**src/rtl/pipe_pkg.sv**
```systemverilog
// Shared pipeline definitions: skid-stage occupancy encoding and the default NOP encoding.
package pipe_pkg;

   typedef enum logic [1:0] {
      EMPTY = 2'd0,
      ONE   = 2'd1,
      TWO   = 2'd2
   } skid_state_e;

   localparam logic [31:0] NOP_DEFAULT = 32'h0000_0000;

endpackage

```
**src/rtl/sat_counter.sv**
```systemverilog
// Saturating up-counter with synchronous active-high clear.
module sat_counter #(
   parameter int unsigned W = 16
) (
   input  logic         clk,
   input  logic         i_rst,
   input  logic         i_inc,
   output logic [W-1:0] o_count
);

   logic [W-1:0] count_q;
   logic [W-1:0] count_d;

   always_comb begin
      count_d = count_q;
      if (i_inc && (count_q != {W{1'b1}})) begin
         count_d = count_q + {{(W-1){1'b0}}, 1'b1};
      end
   end

   always_ff @(posedge clk) begin
      if (i_rst) begin
         count_q <= '0;
      end else begin
         count_q <= count_d;
      end
   end

   assign o_count = count_q;

endmodule

```
**src/rtl/if_id_skid_stage.sv**
```systemverilog
// Two-entry IF/ID skid buffer with flush and halt; o_ready depends on registered state only.
// Optional stall counter output enabled by defining IFID_STALL_CNT_EN.
module if_id_skid_stage
   import pipe_pkg::*;
#(
   parameter int unsigned        INSTR_W   = 32,
   parameter int unsigned        PC_W      = 32,
   parameter logic [INSTR_W-1:0] NOP_INSTR = INSTR_W'(NOP_DEFAULT),
   parameter int unsigned        CNT_W     = 16
) (
   input  logic               clk,
   input  logic               i_rst,
   input  logic               i_halt,
   input  logic               i_flush,
   input  logic               i_valid,
   output logic               o_ready,
   input  logic [INSTR_W-1:0] i_instruction,
   input  logic [PC_W-1:0]    i_pc,
   output logic               o_valid,
   input  logic               i_ready,
   output logic [INSTR_W-1:0] o_instruction,
   output logic [PC_W-1:0]    o_pc
`ifdef IFID_STALL_CNT_EN
   ,
   output logic [CNT_W-1:0]   o_stall_cnt
`endif
);

   if (CNT_W == 0) begin : g_bad_cnt_w
      $error("CNT_W must be at least 1");
   end

   skid_state_e        state_q, state_d;
   logic [INSTR_W-1:0] main_instr_q, main_instr_d;
   logic [PC_W-1:0]    main_pc_q, main_pc_d;
   logic [INSTR_W-1:0] skid_instr_q, skid_instr_d;
   logic [PC_W-1:0]    skid_pc_q, skid_pc_d;
   logic               in_xfer, out_xfer;

   // Halt gates both handshakes, so the next-state logic holds without a dedicated branch.
   assign o_ready  = !i_halt && (state_q != TWO);
   assign o_valid  = !i_halt && (state_q != EMPTY);
   assign in_xfer  = i_valid && o_ready;
   assign out_xfer = o_valid && i_ready;

   assign o_instruction = o_valid ? main_instr_q : NOP_INSTR;
   assign o_pc          = o_valid ? main_pc_q : '0;

   always_comb begin
      state_d      = state_q;
      main_instr_d = main_instr_q;
      main_pc_d    = main_pc_q;
      skid_instr_d = skid_instr_q;
      skid_pc_d    = skid_pc_q;
      if (i_flush) begin
         state_d      = EMPTY;
         main_instr_d = NOP_INSTR;
         main_pc_d    = '0;
         skid_instr_d = NOP_INSTR;
         skid_pc_d    = '0;
      end else begin
         unique case (state_q)
            EMPTY: begin
               if (in_xfer) begin
                  state_d      = ONE;
                  main_instr_d = i_instruction;
                  main_pc_d    = i_pc;
               end
            end
            ONE: begin
               if (in_xfer && !out_xfer) begin
                  state_d      = TWO;
                  skid_instr_d = i_instruction;
                  skid_pc_d    = i_pc;
               end else if (out_xfer && !in_xfer) begin
                  state_d = EMPTY;
               end else if (in_xfer && out_xfer) begin
                  main_instr_d = i_instruction;
                  main_pc_d    = i_pc;
               end
            end
            TWO: begin
               if (out_xfer) begin
                  state_d      = ONE;
                  main_instr_d = skid_instr_q;
                  main_pc_d    = skid_pc_q;
               end
            end
            default: state_d = EMPTY;
         endcase
      end
   end

   always_ff @(posedge clk) begin
      if (i_rst) begin
         state_q      <= EMPTY;
         main_instr_q <= NOP_INSTR;
         main_pc_q    <= '0;
         skid_instr_q <= NOP_INSTR;
         skid_pc_q    <= '0;
      end else begin
         state_q      <= state_d;
         main_instr_q <= main_instr_d;
         main_pc_q    <= main_pc_d;
         skid_instr_q <= skid_instr_d;
         skid_pc_q    <= skid_pc_d;
      end
   end

`ifdef IFID_STALL_CNT_EN
   logic stall_inc;

   assign stall_inc = (state_q != EMPTY) && !i_ready && !i_halt;

   sat_counter #(
      .W (CNT_W)
   ) u_stall_cnt (
      .clk     (clk),
      .i_rst   (i_rst),
      .i_inc   (stall_inc),
      .o_count (o_stall_cnt)
   );
`endif

endmodule

```
**config.mk**
```make
export PLATFORM = sky130hd
export DESIGN_NAME = if_id_skid_stage
export DESIGN_NICKNAME = d
export VERILOG_FILES = /design/src/rtl/pipe_pkg.sv /design/src/rtl/sat_counter.sv /design/src/rtl/if_id_skid_stage.sv
export SDC_FILE = /design/constraint.sdc
export NUM_CORES = 1
export LEC_CHECK = 0
export BUFFER_PORTS_ARGS = -buffer_cell sky130_fd_sc_hd__buf_2
export CORE_ASPECT_RATIO = 1.5
export CORE_MARGIN = 5
export CORE_UTILIZATION = 54
export CTS_BUF_LIST = sky130_fd_sc_hd__clkbuf_4
export DETAILED_ROUTE_END_ITERATION = 16
export MAX_ROUTING_LAYER = met4
export PLACE_DENSITY = 0.8
export SKIP_LAST_GASP = 1
export SLEW_MARGIN = 25
export SYNTH_ARGS = -nofsm -noshare
export SYNTH_HDL_FRONTEND = slang
export SYNTH_SLANG_ARGS = --single-unit
```
**constraint.sdc**
```tcl
create_clock -name clk -period 3.3 [get_ports clk]
set_clock_uncertainty 0.1 [all_clocks]
set_input_delay 0.33 -clock clk [delete_from_list [all_inputs] [get_ports clk]]
set_output_delay 0.33 -clock clk [all_outputs]
set_load 0.02 [all_outputs]
```
# --- Word-level counts from Yosys, hierarchy flattened ---
# Index checks and enable logic that the tools add are counted.
# W data, S select, Z words.
word_totals:
  reg_bits: 130
  output_inout_bits: 66
  elab_cells: 50
classes:
  n_eq_ne: 9
  reduce_logical: 17
  mux: 19
op_table:
  columns: ["op", "n"]
  rows:
  - ["$mux W32", 12]
  - ["$pmux W32 S3", 2]
  - ["$ne A2 B2 Y1 const B", 6]
  - ["$mux W2", 4]
  - ["$logic_and A1 B1 Y1", 7]
  - ["$pmux W2 S3", 1]
  - ["$reduce_and A6 Y1", 1]
  - ["$logic_not A1 Y1", 3]
  - ["$ne A3 B3 Y1 const B", 1]
  - ["$reduce_and A3 Y1", 1]
  - ["$reduce_bool A3 Y1", 1]
  - ["$eq A2 B1 Y1 const B", 1]
  - ["$eq A2 B2 Y1 const B", 1]
  - ["$logic_not A2 Y1", 1]
  - ["$reduce_and A2 Y1", 1]
  - ["$reduce_bool A2 Y1", 1]
  - ["$reduce_or A2 Y1", 1]

# --- Longest topological paths before layout ---
# Gate-level depths: netlist of the first run.
logic_depth:
  depth_word: 8
  ltp_mapped: 10

# --- Worst setup path after synthesis of the first run ---
# No wires, ideal clock.
synth_timing:
  kind: "register -> register"
  start: "register state_q[1]"
  end: "register main_instr_q[27]"
  arrival_time_ps: 2298
  n_path_buf: 3
  path_slack_ps: 821
  stages_incl_launch_ff: 11
  setup_time_ps: 81
  path_cell_list: "dfxtp_1 nor2_1 nor2_1 clkbuf_1 nand2_1 ha_1 nor3b_1 buf_2 buf_1 a221oi_1 a211oi_2"
synth_via:
  elab_chain_len: 7
  elab_cells_between_ends: 22
  cone_classes: "eq/ne: 8; mux: 1; reduce/logical: 13"
synth_rtl:
  columns: ["element", "line_no", "rtl"]
  rows:
  - ["start: declaration", "if_id_skid_stage.sv:33", "skid_state_e state_q, state_d;"]
  - ["start signal: assignment", "if_id_skid_stage.sv:102", "state_q <= state_d;"]
  - ["$reduce_bool A2 Y1 (*)", "if_id_skid_stage.sv:42", "assign o_valid = !i_halt && (state_q != EMPTY);"]
  - ["$logic_and A1 B1 Y1 (*)", "if_id_skid_stage.sv:42", null]
  - ["named net o_valid", "if_id_skid_stage.sv:19", "output logic o_valid,"]
  - ["$logic_and A1 B1 Y1 (*)", "if_id_skid_stage.sv:44", "assign out_xfer = o_valid && i_ready;"]
  - ["$logic_not A1 Y1", "if_id_skid_stage.sv:71", "if (in_xfer && !out_xfer) begin"]
  - ["$logic_and A1 B1 Y1", "if_id_skid_stage.sv:71", null]
  - ["$ne A2 B2 Y1 (no source line)", null, null]
  - ["$reduce_and A6 Y1 (no source line) (*)", null, null]
  - ["end signal: assignment", "if_id_skid_stage.sv:103", "main_instr_q <= main_instr_d;"]
  - ["end: declaration", "if_id_skid_stage.sv:34", "logic [INSTR_W-1:0] main_instr_q, main_instr_d;"]
# The timed path passes the listed nets; every way through them passes the cells marked *.
# A chain may end at the register's enable or synchronous reset.

# --- Worst setup path after layout of the first run ---
layout_timing:
  start: "register state_q[1]"
  end: "register main_instr_q[22]"
layout_via:
  elab_chain_len: 7
  elab_cells_between_ends: 22
  cone_classes: "eq/ne: 8; mux: 1; reduce/logical: 13"
layout_rtl:
  columns: ["element", "line_no"]
  rows:
  - ["$ne A2 B2 Y1 or $reduce_bool A2 Y1 (tied branches)", "if_id_skid_stage.sv:41, if_id_skid_stage.sv:42"]
  - ["$logic_and A1 B1 Y1 (on tied branches)", "if_id_skid_stage.sv:41, if_id_skid_stage.sv:42"]
  - ["$logic_and A1 B1 Y1 (on tied branches)", "if_id_skid_stage.sv:43, if_id_skid_stage.sv:44"]
  - ["$logic_not A1 Y1 (on tied branches)", "if_id_skid_stage.sv:75, if_id_skid_stage.sv:71"]
  - ["$logic_and A1 B1 Y1 (on tied branches)", "if_id_skid_stage.sv:75, if_id_skid_stage.sv:71"]
  - ["$ne A2 B2 Y1 (no source line)", null]
  - ["$reduce_and A6 Y1 (no source line)", null]
# Several ways; a longest one is shown, not always the timed one.

==> results of run 1 <==
-- report_power, final --
part	total, mW	internal (mW)	switching [mW]
Sequential	1.61	1.60	0.0153
Clock	1.25	0.683	0.567
Combinational	0.373	0.171	0.202
-- layout make-up --
class / count / area (sq um)
well taps: 150 / 188
diodes: 1 / 2.50
clock inverters: 13 / 190
clock buffers: 19 / 143
multi-input cells: 473 / 3400
fillers: 871 / 3540
repair buffers: 212 / 1460
flip-flops and latches: 130 / 2600
-- cell families (layout without fill, tap and decap cells) --
logic type               count (synthesis)  after routing  share of synthesized area
flip-flops                             130            130                      0.408
buffers and inverters                   78            244                     0.0650
multiplexers                            65             65                      0.103
other                                    0              1                          0
adder cells (fa/ha/maj)                  3              3                    0.00589
AO/OA/AOI/OAI                          195            195                      0.265
AND/OR/NAND/NOR                        210            210                      0.154
-- timing repair --
item | in CTS | in global routing
hold buffers | 64 | 0
hold endpoints to repair | 64 | 0
resized for setup | 0 | 0
-- worst reg2reg max path: cells and delay by family (launching register included) --
kind	cells	cell delay, ns
buffers and inverters	2	0.87
AND/OR/NAND/NOR	4	0.64
flip-flops	1	0.49
AO/OA/AOI/OAI	2	0.47
adder cells (fa/ha/maj)	1	0.14
-- routing by layer --
metal / track usage / up-vias / part of all wire / routed length, um
li1: - / 2765 / - / -
met1: 0.270 / 2806 / 0.38 / 6540
met2: 0.425 / 255 / 0.52 / 8920
met3: 0.0528 / 61 / 0.060 / 1030
met4: 0.135 / 0 / 0.044 / 760
met5: - / - / 0 / 0
-- cells in the final DEF (no fill, tap or decap), drive strengths merged, types with 2 or more instances in the layout --
master / netlist / layout
ha: 3 / 3
nor2: 6 / 6
buf: 41 / 148
and2: 66 / 66
dlygate4sd3: 0 / 64
clkbuf: 37 / 19
dfxtp: 130 / 130
nand2b: 2 / 2
a211oi: 64 / 64
clkinv: 0 / 8
nand2: 130 / 130
a221oi: 64 / 64
bufinv: 0 / 5
mux2i: 64 / 64
a21oi: 64 / 64
-- stage by stage --
stage               cells  instance area, sq um  power [mW]  worst slack (ns)
floorplan             681                  6380        1.87             0.821
global placement      901                  7010        1.95             0.717
detailed placement    901                  7010        1.96             0.551
CTS                   997                  7990        3.26             0.525
global route          998                  7990        3.37             0.306
finish                998                  7990        3.24             0.518
-- worst min-delay path by stage --
stage                     cells after the start  slack, ns              from          endpoint
after floorplan                               2       0.34   skid_instr_q[0]   skid_instr_q[0]
after global routing                          4       0.04           i_ready        state_q[1]
final                                         4       0.07           i_ready        state_q[1]
after global placement                        2       0.34     skid_pc_q[18]     skid_pc_q[18]
after detailed placement                      2       0.35  skid_instr_q[23]  skid_instr_q[23]
after CTS                                     4       0.02           i_ready        state_q[1]
-- sequential cells by signal, indices dropped and copies added (netlist names) --
name / cells
state_q: 2
skid_instr_q: 32
main_pc_q: 32
skid_pc_q: 32
main_instr_q: 32
==> out/summary.txt, run 1 <==
Syn. warnings: 0
Worst Tran Pin Value: 0.707 ns
1st-pass router iterations: 6
final period utilization: 0.843
setup_tns: 0 ns
share of layout cells above drive strength 1: 0.290
Skew-Pair Late Insertion Delay: 0.53 ns
Worst Setup EP: main_instr_q[22]
die width: 98.7 um
drt total wl: 17.2 mm
core area: 11,500 sq um
Final min period: 2.78 ns
initial antenna violation count: 1
pwr dens: 405 nW/um^2
status: finished clean
NumNets Final: 907
crit-path leading delay family: buffers and inverters
syn_nets: 754
slowest stage delay, CP: 0.60 ns
CP Buf/Inv Count: 2
Crit. Startpoint: state_q[1]
Post-DRT Antenna Nets: 0
register area share after synthesis: 0.408
WS Path Type: reg2reg
RSZ-0062 raised after global routing: false
Max-cap violations: 0
Max transition margin: 0.529
postcts setup bufs: 0
CP Launch Type: register
worst hold margin: 0.0725 ns
Fmax: 0.360 GHz
initial core utilization: 0.553
CTS sink cnt: 130
Worst path most repeated cell: buf_4
GRT overflow: 0
#FFs+latches synth: 130
Core Rows: 48
I/O pin cnt: 136
Worst path depth: 9
first-pass GRT wire length: 27.9 mm
predominant post-synthesis flop cell: dfxtp_1
PortBufs: 135
CTS tree: built
Die H: 143 um
CP Data Required Time: 3.64 ns
mapped cell area: 6380 sq um
crit path max fanout: 64
Avg Cell Area, Syn: 9.36 sq um
Hold Path Class: in2reg
worst reg2reg path startpoint: state_q[1]
Clock Path Buffers: 2
Final Util: 0.693
vias in the first global route: 5,931
Root Driver: clkbuf_4
Leak: 3.43 nW
ys async rst share: 0
Fin. Hold Viols: 0
Layout area overhead: 25.3%
vias: 5,887
Slew Viols, Final: 0
DRT iter0 DRCs: 324
routability cong.: 0.774
Synth top cells by count: 130 x dfxtp_1, 130 x nand2_1, 66 x and2_1
CTS Buf Count: 17
All-Layer GR Usage: 0.249
Synth top area share: 0.408
Post-Syn Instances: 681
die area: 14,100 sq um
CP endpoint kind: register
RR Endpoint: main_instr_q[22]
Final HPWL DP: 10.8 mm
Clk pin slew, worst setup/hold paths: 0.10 ns
WL/cell: 17.3 um
crit path DAT: 3.12 ns
CP max stage cell: buf_4
Distinct cells, synth: 26
VDD IR-drop max: 0.304 mV
H-tree Lvls: 4
Vias/cell: 5.90
DRC violations left: 0
Final Setup Violations: 0
post-synth top area cell: dfxtp_1
crit path cell chain: nor2_1 > nor2_4 > buf_4 > and2_1 > ha_1 > nor3b_2 > buf_4 > a221oi_1 > a211oi_2
setup slack, reg-to-reg: 0.52 ns
Reg2Reg Depth: 9
Post-synth EDFFs: 0
leading post-synthesis cells by cell area: dfxtp_1 41%, a211oi_2 12%, mux2i_1 10%, a221oi_1 8.8%, nand2_1 7.7%
pin count of the biggest net entering global routing: 67
Power figures use the tool's default switching activity.
==> run 2: changes to the inputs <==
==> constraint.sdc (replaced) <==
create_clock -name clk -period 2.85 [get_ports clk]
set_clock_uncertainty 0.1 [all_clocks]
set_input_delay 0.285 -clock clk [delete_from_list [all_inputs] [get_ports clk]]
set_output_delay 0.285 -clock clk [all_outputs]
set_load 0.02 [all_outputs]
==> out/summary.txt, run 2 (synthesized netlist as in run 1, its figures left out) <==
Layout area overhead: 25.7%
commonest non-fill, non-tap cell in the layout: buf_2
VDD IR-drop max: 0.346 mV (+14%)
CP Buf/Inv Count: 1 (-1)
Clk pin slew, worst setup/hold paths: 0.09 ns (about the same)
CP Data Required Time: 3.12 ns (-0.52 ns)
Fmax: 0.400 GHz (+11%)
fillers: 875 (+0.46%)
Clock Path Buffers: 2 (unchanged)
CTS tree: built
crit path DAT: 2.77 ns (-0.35 ns)
Skew-Pair Late Insertion Delay: 0.52 ns (about the same)
H-tree Lvls: 4 (unchanged)
crit path max fanout: 22 (-66%)
Final Util: 0.695 (+0.00195)
vias in the first global route: 6,110 (+3.0%)
hold-critical path endpoint: state_q[1]
CTS sink cnt: 130 (unchanged)
Diodes inserted: 0 (-1)
crit path cell chain: nor2b_1 > nor2_1 > and2_1 > ha_1 > nor3b_2 > a22o_4 > buf_4 > a211oi_1
All-Layer GR Usage: 0.258 (+0.00919)
Hold Path Class: in2reg
Leak: 3.46 nW (+0.67%)
PortBufs: 135 (unchanged)
die width: 98.7 um (unchanged)
pin count of the biggest net entering global routing: 66 (-1.5%)
Final Setup Violations: 0 (unchanged)
initial core utilization: 0.553 (unchanged)
drt total wl: 17.9 mm (+3.8%)
Post-DRT Antenna Nets: 0 (unchanged)
Final min period: 2.50 ns (-0.280 ns)
RSZ-0062 raised after global routing: false
CP max stage cell: dfxtp_1
CP Launch Type: register
setup_tns: 0 ns (unchanged)
DRT iter0 DRCs: 412 (+27%)
share of layout cells above drive strength 1: 0.296 (+0.00512)
DRC violations left: 0 (unchanged)
vias: 5,994 (+1.8%)
Core Rows: 48 (unchanged)
Design Power: 3.49 mW (+7.7%)
Max transition margin: 0.525 (-0.00391)
worst hold margin: 0.117 ns (+0.0446 ns)
Root Driver: clkbuf_4
RR Endpoint: main_instr_q[20]
Worst Tran Pin Value: 0.713 ns (+0.00586 ns)
CTS Buf Count: 17 (unchanged)
HP Start: i_halt
slowest stage delay, CP: 0.49 ns (-0.11 ns)
pwr dens: 435 nW/um^2 (+7.4%)
Vias/cell: 5.96 (+1.0%)
routability cong.: 0.778 (+0.58%)
NumNets Final: 917 (+1.1%)
setup slack, reg-to-reg: 0.35 ns (-0.17 ns)
final period utilization: 0.878 (+0.0349)
WS Path Type: reg2reg
WL/cell: 17.8 um (+3.0%)
Slew Viols, Final: 0 (unchanged)
GRT overflow: 0 (unchanged)
CP endpoint kind: register
initial antenna violation count: 0 (-1)
status: finished clean
Fin. Hold Viols: 0 (unchanged)
Reg2Reg Depth: 8 (-1)
core area: 11,500 sq um (unchanged)
Max-cap violations: 0 (unchanged)
1st-pass router iterations: 5 (-1)
die area: 14,100 sq um (unchanged)
postcts setup bufs: 0 (unchanged)
crit-path leading delay family: simple AND/OR/NAND/NOR gates
commonest non-fill, non-tap cells in the layout: 135 x buf_2, 130 x nand2_1, 130 x dfxtp_1
Final HPWL DP: 11.4 mm (+5.1%)
Die H: 143 um (unchanged)
worst reg2reg path startpoint: state_q[1]
Hold Path Depth: 4 (unchanged)
first-pass GRT wire length: 28.8 mm (+3.3%)
I/O pin cnt: 136 (unchanged)
-- run 2: cell count changes in the layout (fill, tap and decap cells not counted) --
cell / before / now
buf_12: 4 / 6
buf_4: 9 / 16
bufinv_16: 5 / 2
clkbuf_4: 19 / 22
clkinv_1: 3 / 4
clkinv_2: 4 / 3
clkinv_4: 1 / 0
diode_2: 1 / 0
dlygate4sd3_1: 64 / 65
-- run 2: worst max path at each step --
stage | end | depth (start not counted) | slack (ns) | startpoint
finish | main_instr_q[20] | 8 | 0.35 | state_q[1]
global route | main_pc_q[30] | 8 | 0.17 | state_q[1]
CTS | main_instr_q[20] | 8 | 0.34 | state_q[1]
detailed placement | main_instr_q[20] | 8 | 0.36 | state_q[1]
global placement | main_instr_q[20] | 8 | 0.51 | state_q[1]
floorplan | main_instr_q[27] | 10 | 0.37 | state_q[1]
-- run 2: what timing repair did --
| item | in CTS | in global routing |
|---|---|---|
| hold buffers | 65 | 0 |
| resized for setup | 0 | 0 |
| setup endpoints to repair | 0 | 0 |
| hold endpoints to repair | 65 | 0 |
-- run 2: per-layer routing --
| layer | GRT usage | vias to the layer above | part of all wire |
|---|---|---|---|
| met5 | - | - | 0 |
| met4 | 0.137 | 0 | 0.038 |
| met3 | 0.0484 | 63 | 0.057 |
| met2 | 0.462 | 263 | 0.54 |
| met1 | 0.267 | 2892 | 0.37 |
| li1 | - | 2776 | - |
-- run 2: worst reg2reg max path: stages, from the launching register on --
cell      delay [ns]
dfxtp_1         0.49
nor2b_1         0.23
nor2_1          0.10
and2_1          0.19
ha_1            0.21
nor3b_2         0.27
a22o_4          0.40
buf_4           0.28
a211oi_1        0.09
-- run 2: per-stage QoR --
stage,cell area [sq um],setup slack [ns],instances
3_5_place_dp,7110,0.365,910
2_1_floorplan,6380,0.371,681
3_3_place_gp,7110,0.511,910
4_1_cts,8010,0.343,1006
5_1_grt,8010,0.171,1006
6_report,8010,0.348,1006
-- run 2: final cells by class --
class                      instances  area [sq um]  area share
tap                              150           188      0.0234
clock inverter                     9          90.1      0.0112
timing repair buffer             222          1570       0.196
sequential                       130          2600       0.325
multi-input combinational        473          3400       0.424
clock buffer                      22           165      0.0206
-- run 2: power breakdown --
group,internal [mW],switching [mW],total [mW]
Clock,0.549,0.620,1.17
Combinational,0.209,0.240,0.448
Sequential,1.85,0.0192,1.87
==> run 3: changes to the inputs <==
--- a/config.mk
+++ b/config.mk
@@ -6,13 +6,15 @@
 export NUM_CORES = 1
 export LEC_CHECK = 0
 export BUFFER_PORTS_ARGS = -buffer_cell sky130_fd_sc_hd__buf_2
+export CELL_PAD_IN_SITES_DETAIL_PLACEMENT = 0
+export CELL_PAD_IN_SITES_GLOBAL_PLACEMENT = 1
 export CORE_ASPECT_RATIO = 1.5
 export CORE_MARGIN = 5
-export CORE_UTILIZATION = 54
+export CORE_UTILIZATION = 43
 export CTS_BUF_LIST = sky130_fd_sc_hd__clkbuf_4
 export DETAILED_ROUTE_END_ITERATION = 16
 export MAX_ROUTING_LAYER = met4
-export PLACE_DENSITY = 0.8
+export PLACE_DENSITY = 0.84
 export SKIP_LAST_GASP = 1
 export SLEW_MARGIN = 25
 export SYNTH_ARGS = -nofsm -noshare
==> out/summary.txt, run 3 (synthesized netlist as in run 1, its figures left out) <==
status: finished clean
CP endpoint kind: register
Final Setup Violations: 0 (unchanged)
NumNets Final: 916 (-0.11%)
CTS tree: built
share of layout cells above drive strength 1: 0.300 (+0.00467)
Core Rows: 54 (+13%)
PortBufs: 135 (unchanged)
die area: 17,400 sq um (+23%)
Fin. Hold Viols: 0 (unchanged)
DRT iter0 DRCs: 350 (-15%)
cts-stage hold buffer count: 65 (unchanged)
crit path DAT: 2.80 ns (+0.03 ns)
CTS sink cnt: 130 (unchanged)
pwr dens: 443 nW/um^2 (+1.9%)
initial antenna violation count: 1 (+1)
vias in the first global route: 5,874 (-3.9%)
commonest non-fill, non-tap cells in the layout: 135 x buf_2, 130 x nand2_1, 130 x dfxtp_1
WS Path Type: reg2reg
commonest non-fill, non-tap cell in the layout: buf_2
total length of routed met2 wires: 9.16 mm (-4.5%)
placed cells: 955 (+4.9%)
WL met1: 7.48 mm (+13%)
pin count of the biggest net entering global routing: 67 (+1.5%)
Leak: 3.45 nW (-0.17%)
switching part of the total: 0.277 (+0.0244)
final cell count without fillers: 1,053 (+4.7%)
CP Data Required Time: 3.19 ns (+0.07 ns)
Highest Signal Layer: met4
fillers: 1,393 (+59%)
power share of the sequential group: 0.520 (-0.016)
WL/cell: 17.0 um (-4.4%)
All-Layer GR Usage: 0.211 (-0.0477)
Seq. cell area: 2600 sq um (unchanged)
Clk pin slew, worst setup/hold paths: 0.12 ns (+0.03 ns)
Skew-Pair Late Insertion Delay: 0.53 ns (about the same)
Die H: 159 um (+11%)
Gates resized, CTS repair: 0 (unchanged)
met3 wire len: 763 um (-25%)
Clock Path Buffers: 2 (unchanged)
Layout area overhead: 27.1%
Max-cap violations: 0 (unchanged)
Slew Viols, Final: 0 (unchanged)
I/O pin cnt: 136 (unchanged)
clock share of power: 0.356 (+0.021)
initial core utilization: 0.437 (-0.116)
Vias/cell: 5.53 (-7.2%)
Final HPWL DP: 11.4 mm (+0.51%)
Design Power: 3.59 mW (+3.0%)
crit path max fanout: 20 (-9.1%)
routability cong.: 0.782 (+0.57%)
Final Util: 0.555 (-0.140)
CTS Buf Count: 17 (unchanged)
final period utilization: 0.862 (-0.0161)
drt total wl: 17.9 mm (+0.11%)
Post-DRT Antenna Nets: 0 (unchanged)
Max transition margin: 0.507 (-0.0178)
Comb power frac: 0.124 (-0.005)
DRC violations left: 0 (unchanged)
RSZ-0062 raised after global routing: false
Worst Tran Pin Value: 0.739 ns (+0.0267 ns)
CP Launch Type: register
setup ws final: 0.394 ns (+0.0459 ns)
GRT overflow: 0 (unchanged)
1st-pass router iterations: 5 (unchanged)
Root Driver: clkbuf_4
vias: 5,823 (-2.9%)
first-pass GRT wire length: 28.9 mm (+0.48%)
die width: 109 um (+11%)
setup_tns: 0 ns (unchanged)
Hold Path Class: in2reg
setup slack at placement: 0.427 ns (+0.0618 ns)
VDD IR-drop max: 0.260 mV (-25%)
core area: 14,600 sq um (+27%)
H-tree Lvls: 4 (unchanged)
multi-input logic area: 3400 sq um (unchanged)
postcts setup bufs: 0 (unchanged)
Final min period: 2.46 ns (-0.0459 ns)
Switch Pwr: 0.993 mW (+13%)
internal power: 2.60 mW (-0.35%)
Fmax: 0.407 GHz (+1.9%)
==> run 3: power by group through the flow <==
stage / logic (mW) / clock network (mW) / registers [mW]
after floorplan: 0.260 / 0 / 1.90
after global placement: 0.363 / 0 / 1.91
after detailed placement: 0.375 / 0 / 1.91
after CTS: 0.446 / 1.31 / 1.87
after global routing: 0.483 / 1.40 / 1.87
final: 0.444 / 1.28 / 1.87
==> run 3: layout make-up <==
cell class,count,share of cell area
clock inverters,14,0.0195
diodes,1,0.000309
repair buffers,221,0.192
well taps,196,0.0303
multi-input cells,473,0.420
flip-flops and latches,130,0.321
clock buffers,18,0.0167
==> run 3: layer usage <==
metal,up-vias,track usage
li1,2793,-
met1,2816,0.244
met2,177,0.354
met3,37,0.0349
met4,0,0.0879
met5,-,-
==> run 3: stage by stage <==
| stage | hold slack, ns | instance area [sq um] |
|---|---|---|
| 3_3_place_gp | 0.341 | 7160 |
| 2_1_floorplan | 0.321 | 6380 |
| 6_report | 0.140 | 8100 |
| 4_1_cts | 0.0833 | 8100 |
| 5_1_grt | 0.113 | 8100 |
| 3_5_place_dp | 0.346 | 7160 |
==> run 3: path summary, 6_finish.rpt <==
| kind | start | endpoint | slack [ns] | cells past startpoint |
|---|---|---|---|---|
| min | i_halt | state_q[1] | 0.14 | 4 |
| max | state_q[1] | main_instr_q[26] | 0.39 | 8 |
| min reg2reg | skid_pc_q[10] | skid_pc_q[10] | 0.36 | 2 |
| max reg2reg | state_q[1] | main_instr_q[26] | 0.39 | 8 |
==> run 3: critical path, cell delays in order, from the launching register on <==
cell	delay, ns
dfxtp_1	0.48
nor2b_1	0.24
nor2_1	0.10
and2_1	0.19
ha_1	0.22
nor3b_2	0.34
buf_4	0.33
a221oi_1	0.14
a211oi_2	0.26
